===== src/rtl/divider_pkg.sv =====
// rtl/divider_pkg.sv - shared geometry, result/tag types and constants for the divider wrapper
package divider_pkg;

  localparam int DIV_N     = 5;
  localparam int DIV_M     = 3;
  localparam int DIV_DEPTH = 8;

  localparam logic [DIV_N-1:0] DBZ_QUOTIENT = '1;

  typedef struct packed {
    logic [DIV_N-1:0] quotient;
    logic [DIV_M-1:0] remainder;
    logic             dbz;
  } div_result_t;

  typedef struct packed {
    logic valid;
    logic dbz;
  } div_tag_t;

  // The restoring core has one register stage per quotient bit.
  function automatic int div_lat(input int n);
    return n;
  endfunction

endpackage


===== src/rtl/divider_result_fifo.sv =====
// rtl/divider_result_fifo.sv - synchronous result FIFO with occupancy count
// Writers must respect the count; there is no full guard on the write side.
module divider_result_fifo #(
  parameter int WIDTH = 9,
  parameter int DEPTH = 8
) (
  input  logic                           clk,
  input  logic                           rst,
  input  logic                           wr_en,
  input  logic [WIDTH-1:0]               wr_data,
  input  logic                           rd_en,
  output logic [WIDTH-1:0]               rd_data,
  output logic [$clog2(DEPTH+1)-1:0]     count
);

  localparam int AW = $clog2(DEPTH);
  localparam int CW = $clog2(DEPTH+1);

  if (DEPTH < 2 || (DEPTH & (DEPTH - 1)) != 0) begin : g_depth_check
    $error("divider_result_fifo: DEPTH must be a power of 2 and at least 2");
  end

  logic [WIDTH-1:0] mem [DEPTH];
  logic [AW-1:0]    wr_ptr;
  logic [AW-1:0]    rd_ptr;
  logic             pop;

  assign pop     = rd_en && (count != '0);
  assign rd_data = mem[rd_ptr];

  always_ff @(posedge clk) begin
    if (rst) begin
      wr_ptr <= '0;
      rd_ptr <= '0;
      count  <= '0;
    end else begin
      if (wr_en) begin
        mem[wr_ptr] <= wr_data;
        wr_ptr      <= wr_ptr + AW'(1);
      end
      if (pop) begin
        rd_ptr <= rd_ptr + AW'(1);
      end
      if (wr_en && !pop) begin
        count <= count + CW'(1);
      end else if (!wr_en && pop) begin
        count <= count - CW'(1);
      end
    end
  end

  always_ff @(posedge clk) begin
    if (!rst) begin
      assert (count <= CW'(DEPTH));
    end
  end

endmodule


===== src/rtl/divider_ctrl.sv =====
// rtl/divider_ctrl.sv - credit-protected issue/capture wrapper around the pipelined divider core
// A tag pipe tracks each issued op so the core result can be matched, checked and overridden on divide-by-zero.
module divider_ctrl
  import divider_pkg::*;
#(
  parameter int N     = DIV_N,
  parameter int M     = DIV_M,
  parameter int LAT   = div_lat(N),
  parameter int DEPTH = DIV_DEPTH
) (
  input  logic         clk,
  input  logic         rst,
  input  logic         in_valid,
  output logic         in_ready,
  input  logic [N-1:0] in_dividend,
  input  logic [M-1:0] in_divisor,
  output logic         div_data_rdy,
  output logic [N-1:0] div_dividend,
  output logic [M-1:0] div_divisor,
  input  logic         div_res_rdy,
  input  logic [N-1:0] div_merchant,
  input  logic [M-1:0] div_remainder,
  output logic         out_valid,
  input  logic         out_ready,
  output logic [N-1:0] out_quotient,
  output logic [M-1:0] out_remainder,
  output logic         out_dbz,
  output logic         err_sync
);

  localparam int CW = $clog2(DEPTH+1);
  localparam int RW = $bits(div_result_t);

  // The result record layout is shared with the rest of the algorithm directory.
  if (N != DIV_N || M != DIV_M) begin : g_geom_check
    $error("divider_ctrl: N/M must match the divider_pkg result geometry");
  end
  if (LAT < 1) begin : g_lat_check
    $error("divider_ctrl: LAT must be at least 1");
  end

  logic            data_rdy_q;
  logic [N-1:0]    dividend_q;
  logic [M-1:0]    divisor_q;
  logic            err_q;
  logic [CW-1:0]   inflight;
  logic [CW-1:0]   fifo_count;
  logic [CW:0]     credits_used;
  logic            credit_ok;
  logic            fire;
  logic            pop;
  div_tag_t        tag_pipe [LAT+1];
  div_tag_t        head;
  div_result_t     wr_result;
  div_result_t     rd_result;
  logic [RW-1:0]   fifo_rd_data;

  // Credits cover both in-flight ops and buffered results, so the core can never overrun the FIFO.
  assign credits_used = {1'b0, inflight} + {1'b0, fifo_count};
  assign credit_ok    = credits_used < (CW+1)'(DEPTH);
  assign in_ready     = credit_ok && !rst;
  assign fire         = in_valid && in_ready;
  assign head         = tag_pipe[LAT];

  always_ff @(posedge clk) begin
    if (rst) begin
      data_rdy_q <= 1'b0;
      dividend_q <= '0;
      divisor_q  <= '0;
      inflight   <= '0;
      err_q      <= 1'b0;
      for (int i = 0; i <= LAT; i++) begin
        tag_pipe[i] <= '0;
      end
    end else begin
      data_rdy_q <= fire;
      if (fire) begin
        dividend_q <= in_dividend;
        divisor_q  <= in_divisor;
      end

      tag_pipe[0].valid <= fire;
      tag_pipe[0].dbz   <= fire && (in_divisor == '0);
      for (int i = 1; i <= LAT; i++) begin
        tag_pipe[i] <= tag_pipe[i-1];
      end

      if (fire && !div_res_rdy) begin
        inflight <= inflight + CW'(1);
      end else if (!fire && div_res_rdy) begin
        inflight <= inflight - CW'(1);
      end

      if (div_res_rdy != head.valid) begin
        err_q <= 1'b1;
      end
    end
  end

  always_comb begin
    wr_result.quotient  = div_merchant;
    wr_result.remainder = div_remainder;
    wr_result.dbz       = 1'b0;
    if (head.dbz) begin
      wr_result.quotient  = DBZ_QUOTIENT;
      wr_result.remainder = '0;
      wr_result.dbz       = 1'b1;
    end
  end

  divider_result_fifo #(
    .WIDTH (RW),
    .DEPTH (DEPTH)
  ) u_result_fifo (
    .clk     (clk),
    .rst     (rst),
    .wr_en   (div_res_rdy),
    .wr_data (wr_result),
    .rd_en   (pop),
    .rd_data (fifo_rd_data),
    .count   (fifo_count)
  );

  assign rd_result = fifo_rd_data;
  assign pop       = out_valid && out_ready;

  // Outputs are forced low while rst is asserted, even before the registers have cleared.
  assign out_valid     = (fifo_count != '0) && !rst;
  assign out_quotient  = out_valid ? rd_result.quotient  : '0;
  assign out_remainder = out_valid ? rd_result.remainder : '0;
  assign out_dbz       = out_valid && rd_result.dbz;

  assign div_data_rdy  = data_rdy_q && !rst;
  assign div_dividend  = rst ? '0 : dividend_q;
  assign div_divisor   = rst ? '0 : divisor_q;
  assign err_sync      = err_q && !rst;

endmodule

===== config.mk =====
export PLATFORM = sky130hd
export DESIGN_NAME = divider_ctrl
export DESIGN_NICKNAME = d
export VERILOG_FILES = /design/src/rtl/divider_pkg.sv /design/src/rtl/divider_result_fifo.sv /design/src/rtl/divider_ctrl.sv
export SDC_FILE = /design/constraint.sdc
export NUM_CORES = 1
export LEC_CHECK = 0
export ABC_CLOCK_PERIOD_IN_PS = 3800
export CAP_MARGIN = 25
export CORE_MARGIN = 5
export CORE_UTILIZATION = 45
export DETAILED_ROUTE_END_ITERATION = 10
export PLACE_DENSITY = 0.65
export SLEW_MARGIN = 15
export SYNTH_ARGS = -nofsm -noshare
export SYNTH_HDL_FRONTEND = slang
export SYNTH_SLANG_ARGS = --single-unit

===== constraint.sdc =====
create_clock -name clk -period 3.8 [get_ports clk]
set_input_delay 1.14 -clock clk [delete_from_list [all_inputs] [get_ports clk]]
set_output_delay 1.14 -clock clk [all_outputs]
set_load 0.05 [all_outputs]

==> results of run 1 <==
-- cell usage in the layout, fill, tap and decap left out, types with 2 or more instances in the layout --
cell type        netlist  layout
clkbuf_8               0       9
dfxtp_1               38      38
edfxtp_1              72      72
nor4_1                 4       2
or2_2                  6       6
nor3_1                 4       4
xnor2_1                2       2
a31oi_1                2       2
inv_6                  0       3
ha_1                  11      11
mux2i_1               13      13
inv_1                  7       7
mux4_2                18      18
nand2_1                5       5
clkdlybuf4s50_1        0      19
nand3_1                4       4
mux2_2                 4       4
fa_1                   2       2
nand3b_1               2       2
buf_12                 0      11
buf_4                  1      26
xor2_1                 5       5
a211oi_1               2       2
mux2_4                 7       7
a21oi_1                5       5
nor2_1                29      29
inv_8                  0       2
nor4_2                 0       2
nor2b_1               33      33
-- flip-flops by register name, indices dropped and copies added, names as in the netlist, named ones only --
register and flops:
u_result_fifo.mem 72, dividend_q 5, u_result_fifo.rd_ptr 3, divisor_q 3, err_q 1, tag_pipe 12, u_result_fifo.wr_ptr 3, inflight 4
u_result_fifo.count 4
-- through the flow --
stage | setup slack [ns] | total power [mW] | std cells
final | 0.434 | 3.08 | 487
after global routing | 0.364 | 3.27 | 487
after CTS | 0.399 | 3.12 | 487
after detailed placement | 0.187 | 2.45 | 471
after global placement | 0.244 | 2.43 | 471
after floorplan | 0.0158 | 2.11 | 297
-- per-layer routing --
layer	up-vias	GRT usage [%]	part of all wire, %	routed length (um)
met3	7	4.17	5.0	396
met1	1203	19.1	45	3580
met4	0	4.90	1.3	102
met2	52	23.1	48	3800
li1	1183	-	-	-
met5	-	0	0	0
-- power breakdown --
part | leakage (nW) | switching (mW) | internal [mW]
clock network | 0.101 | 0.417 | 0.259
logic | 0.909 | 0.511 | 0.475
registers | 0.957 | 0.0662 | 1.35
-- logic make-up after synthesis --
| family | count (synthesis) | share of synthesized area [%] |
|---|---|---|
| xor gates and xnor gates | 7 | 1.36 |
| buffers and inverters | 23 | 2.23 |
| and+or+nand+nor | 91 | 10.7 |
| muxes | 42 | 15.2 |
| DFF | 110 | 65.0 |
| adders and majority gates | 13 | 3.95 |
| AOI/OAI and AO/OA | 11 | 1.56 |
-- worst min-delay path by stage --
stage                              start                          to  slack, ns
2_1_floorplan  tag_pipe[0][8]$_SDFF_PP0_  tag_pipe[0][10]$_SDFF_PP0_       0.41
3_3_place_gp   tag_pipe[0][4]$_SDFF_PP0_   tag_pipe[0][6]$_SDFF_PP0_       0.42
3_5_place_dp   tag_pipe[0][6]$_SDFF_PP0_   tag_pipe[0][8]$_SDFF_PP0_       0.43
4_1_cts        tag_pipe[0][5]$_SDFF_PP0_   tag_pipe[0][7]$_SDFF_PP0_       0.45
5_1_grt        tag_pipe[0][9]$_SDFF_PP0_  tag_pipe[0][11]$_SDFF_PP0_       0.46
6_report       tag_pipe[0][6]$_SDFF_PP0_   tag_pipe[0][8]$_SDFF_PP0_       0.45
-- worst reg2reg max path: cells and delay by family (launching register included) --
family                   cells  cell delay (ns)
flip-flops                   1             0.40
adder cells (fa/ha/maj)      3             0.73
buffers and inverters        2             0.14
AO/OA/AOI/OAI                4             0.65
AND/OR/NAND/NOR              2             0.58
multiplexers                 1             0.35
-- area by class of cell --
cell class	instances	area, sq um	share of cell area (%)
multi-input combinational	164	1490	27.6
timing repair buffer	57	611	11.3
clock buffer	9	124	2.29
clock inverter	7	70.1	1.29
tap	133	166	3.07
sequential	110	2920	54.0
inverter	7	26.3	0.485
==> summary.md, run 1 <==
| Metric | Value |
|---|---|
| Clk slew on worst S/H paths | 0.11 ns |
| Area after DPL | 0.00522 sq mm |
| Critical Path Max Stage Delay | 0.42 ns |
| Yosys reg bits | 110 |
| Final setup TNS | 0 ns |
| Crit-path max FO | 10 |
| Die Width | roughly 110 um |
| Class of the worst hold path | flip-flop to flip-flop |
| Fillers | 819 |
| Final Util | approximately 55% |
| Worst-path cell chain | buf_2 > buf_4 > or2_2 > nor2_1 > buf_12 |
| Minimum hold slack | 0.449 ns |
| FMAX | 297 MHz |
| Status | finished clean |
| Syn Nets | 331 |
| TritonRoute pass-1 iters | 4 |
| Ant diodes | 0 |
| Crit start category | input port |
| DRT Wirelength | 7.88 mm |
| Async SR Flop Fraction | 0% |
| Unique cell type count in the Yosys netlist | 34 |
| Clk root buf | clkbuf_8 |
| Initial Util | a little under half |
| Skew-Pair Late Insertion Delay | ~0.37 ns |
| GRT Total Usage | roughly 14% |
| Worst reg2reg path endpoint | inflight[3]$_SDFFE_PP0P_ |
| Seq/Total Area, Yosys | 65.0% |
| Leak Pwr | around 2.0 nW |
| Crit path to | out_quotient[2] |
| Critical Path RT | 2.66 ns |
| Cell area after synthesis | 0.00450 sq mm |
| Layout area overhead | 20.4% |
| Setup violators final | 0 |
| Fin crit period | 3.37 ns |
| # resized after CTS | 0 |
| Most common cell in the netlist | edfxtp_1 |
| Number of enable flip-flop cells after synthesis | 72 |
| Leading area contributor after synthesis | edfxtp_1 |
| Synth top area share | 48.1% |
| Max-slew violations | 0 |
| Antenna violations before repair | 0 |
| Post-cts hold buffer count | 0 |
| Layout cells sized above 1 | a little over a quarter |
| Slew HR | 58.3% |
| Max cap viols | 0 |
| First-pass GRT wire length | 12.8 mm |
| Mean Syn Cell Area | 15.1 sq um |
| Crit path DAT | 2.23 ns |
| DIE AREA | 0.0121 sq mm |
| GRT overflow | 0 |
| FF-to-FF path depth | 12 |
| Crit path max-delay family | simple AND/OR/NAND/NOR gates |
| Max Root-Sink Buffers | 2 |
| DP HPWL | 5.22 mm |
| Worst reg-to-reg setup slack | 0.86 ns |
| CTS Buf Count | 9 |
| Die height | roughly 110 um |
| GPL Wtd Cong | 0.765 |
| Fin. Hold Viols | 0 |
| Most frequent cells after synthesis | edfxtp_1 (72), dfxtp_1 (38), nor2b_1 (33) |
| Clock Sinks | 110 |
| Placeable Area | 0.00977 sq mm |
| Worst Path Buf+Inv | 3 |
| Worst Tran Pin Value | 0.625 ns |
| Slowest CP cell | or2_2 |
| Top FF cell, synth | edfxtp_1 |
| Via density | 5.02 |
| Antenna Nets Post-Route | 0 |
| Cell count along the critical path | 5 |
| PD cells | 569 mW/mm^2 |
| CTS tree | done |
| CP Class | input port to primary output |
| Hold path depth | 1 |
| H-tree depth | 3 |
| FF-to-FF Start | u_result_fifo.count[3]$_SDFFE_PP0P_ |
| Nets | 383 |
| Ys Warns | 0 |
| Largest net degree at the start of global routing | 47 |
| RSZ-0062 raised after global routing | false |
| IO Pins | 42 |
| Worst setup EP type | primary output |
| Final Cycle Share | 88.6% |
| WL per Instance | 16.2 um |
| Fin area | 0.00541 sq mm |
| Via count | 2,445 |
| DRC | 0 |
| Site Rows | 36 |
| Critical Path Source | rst |
| Maximum VDD drop | 0.243 mV |
| Clock Skews | about 0.014 ns |
| 1st-iter DRT viols | 80 |
| Synth Instances | between 200 and 300 |
| Port Buffers | 41 |
| Number of setup buffers added after CTS | 0 |
| Synth area leaders | edfxtp_1 (48%), dfxtp_1 (17%), mux4_2 (9.0%) |
| Vias in the first global route | 2,466 |
Power figures use the tool's default switching activity.
==> run 2, diff against run 1 <==
--- a/config.mk
+++ b/config.mk
@@ -15,3 +15,4 @@
 export SYNTH_ARGS = -nofsm -noshare
 export SYNTH_HDL_FRONTEND = slang
 export SYNTH_SLANG_ARGS = --single-unit
+export TNS_END_PERCENT = 30
==> results of run 2 <==
Same layout as run 1: the final DEF is identical, and so are final timing and power.
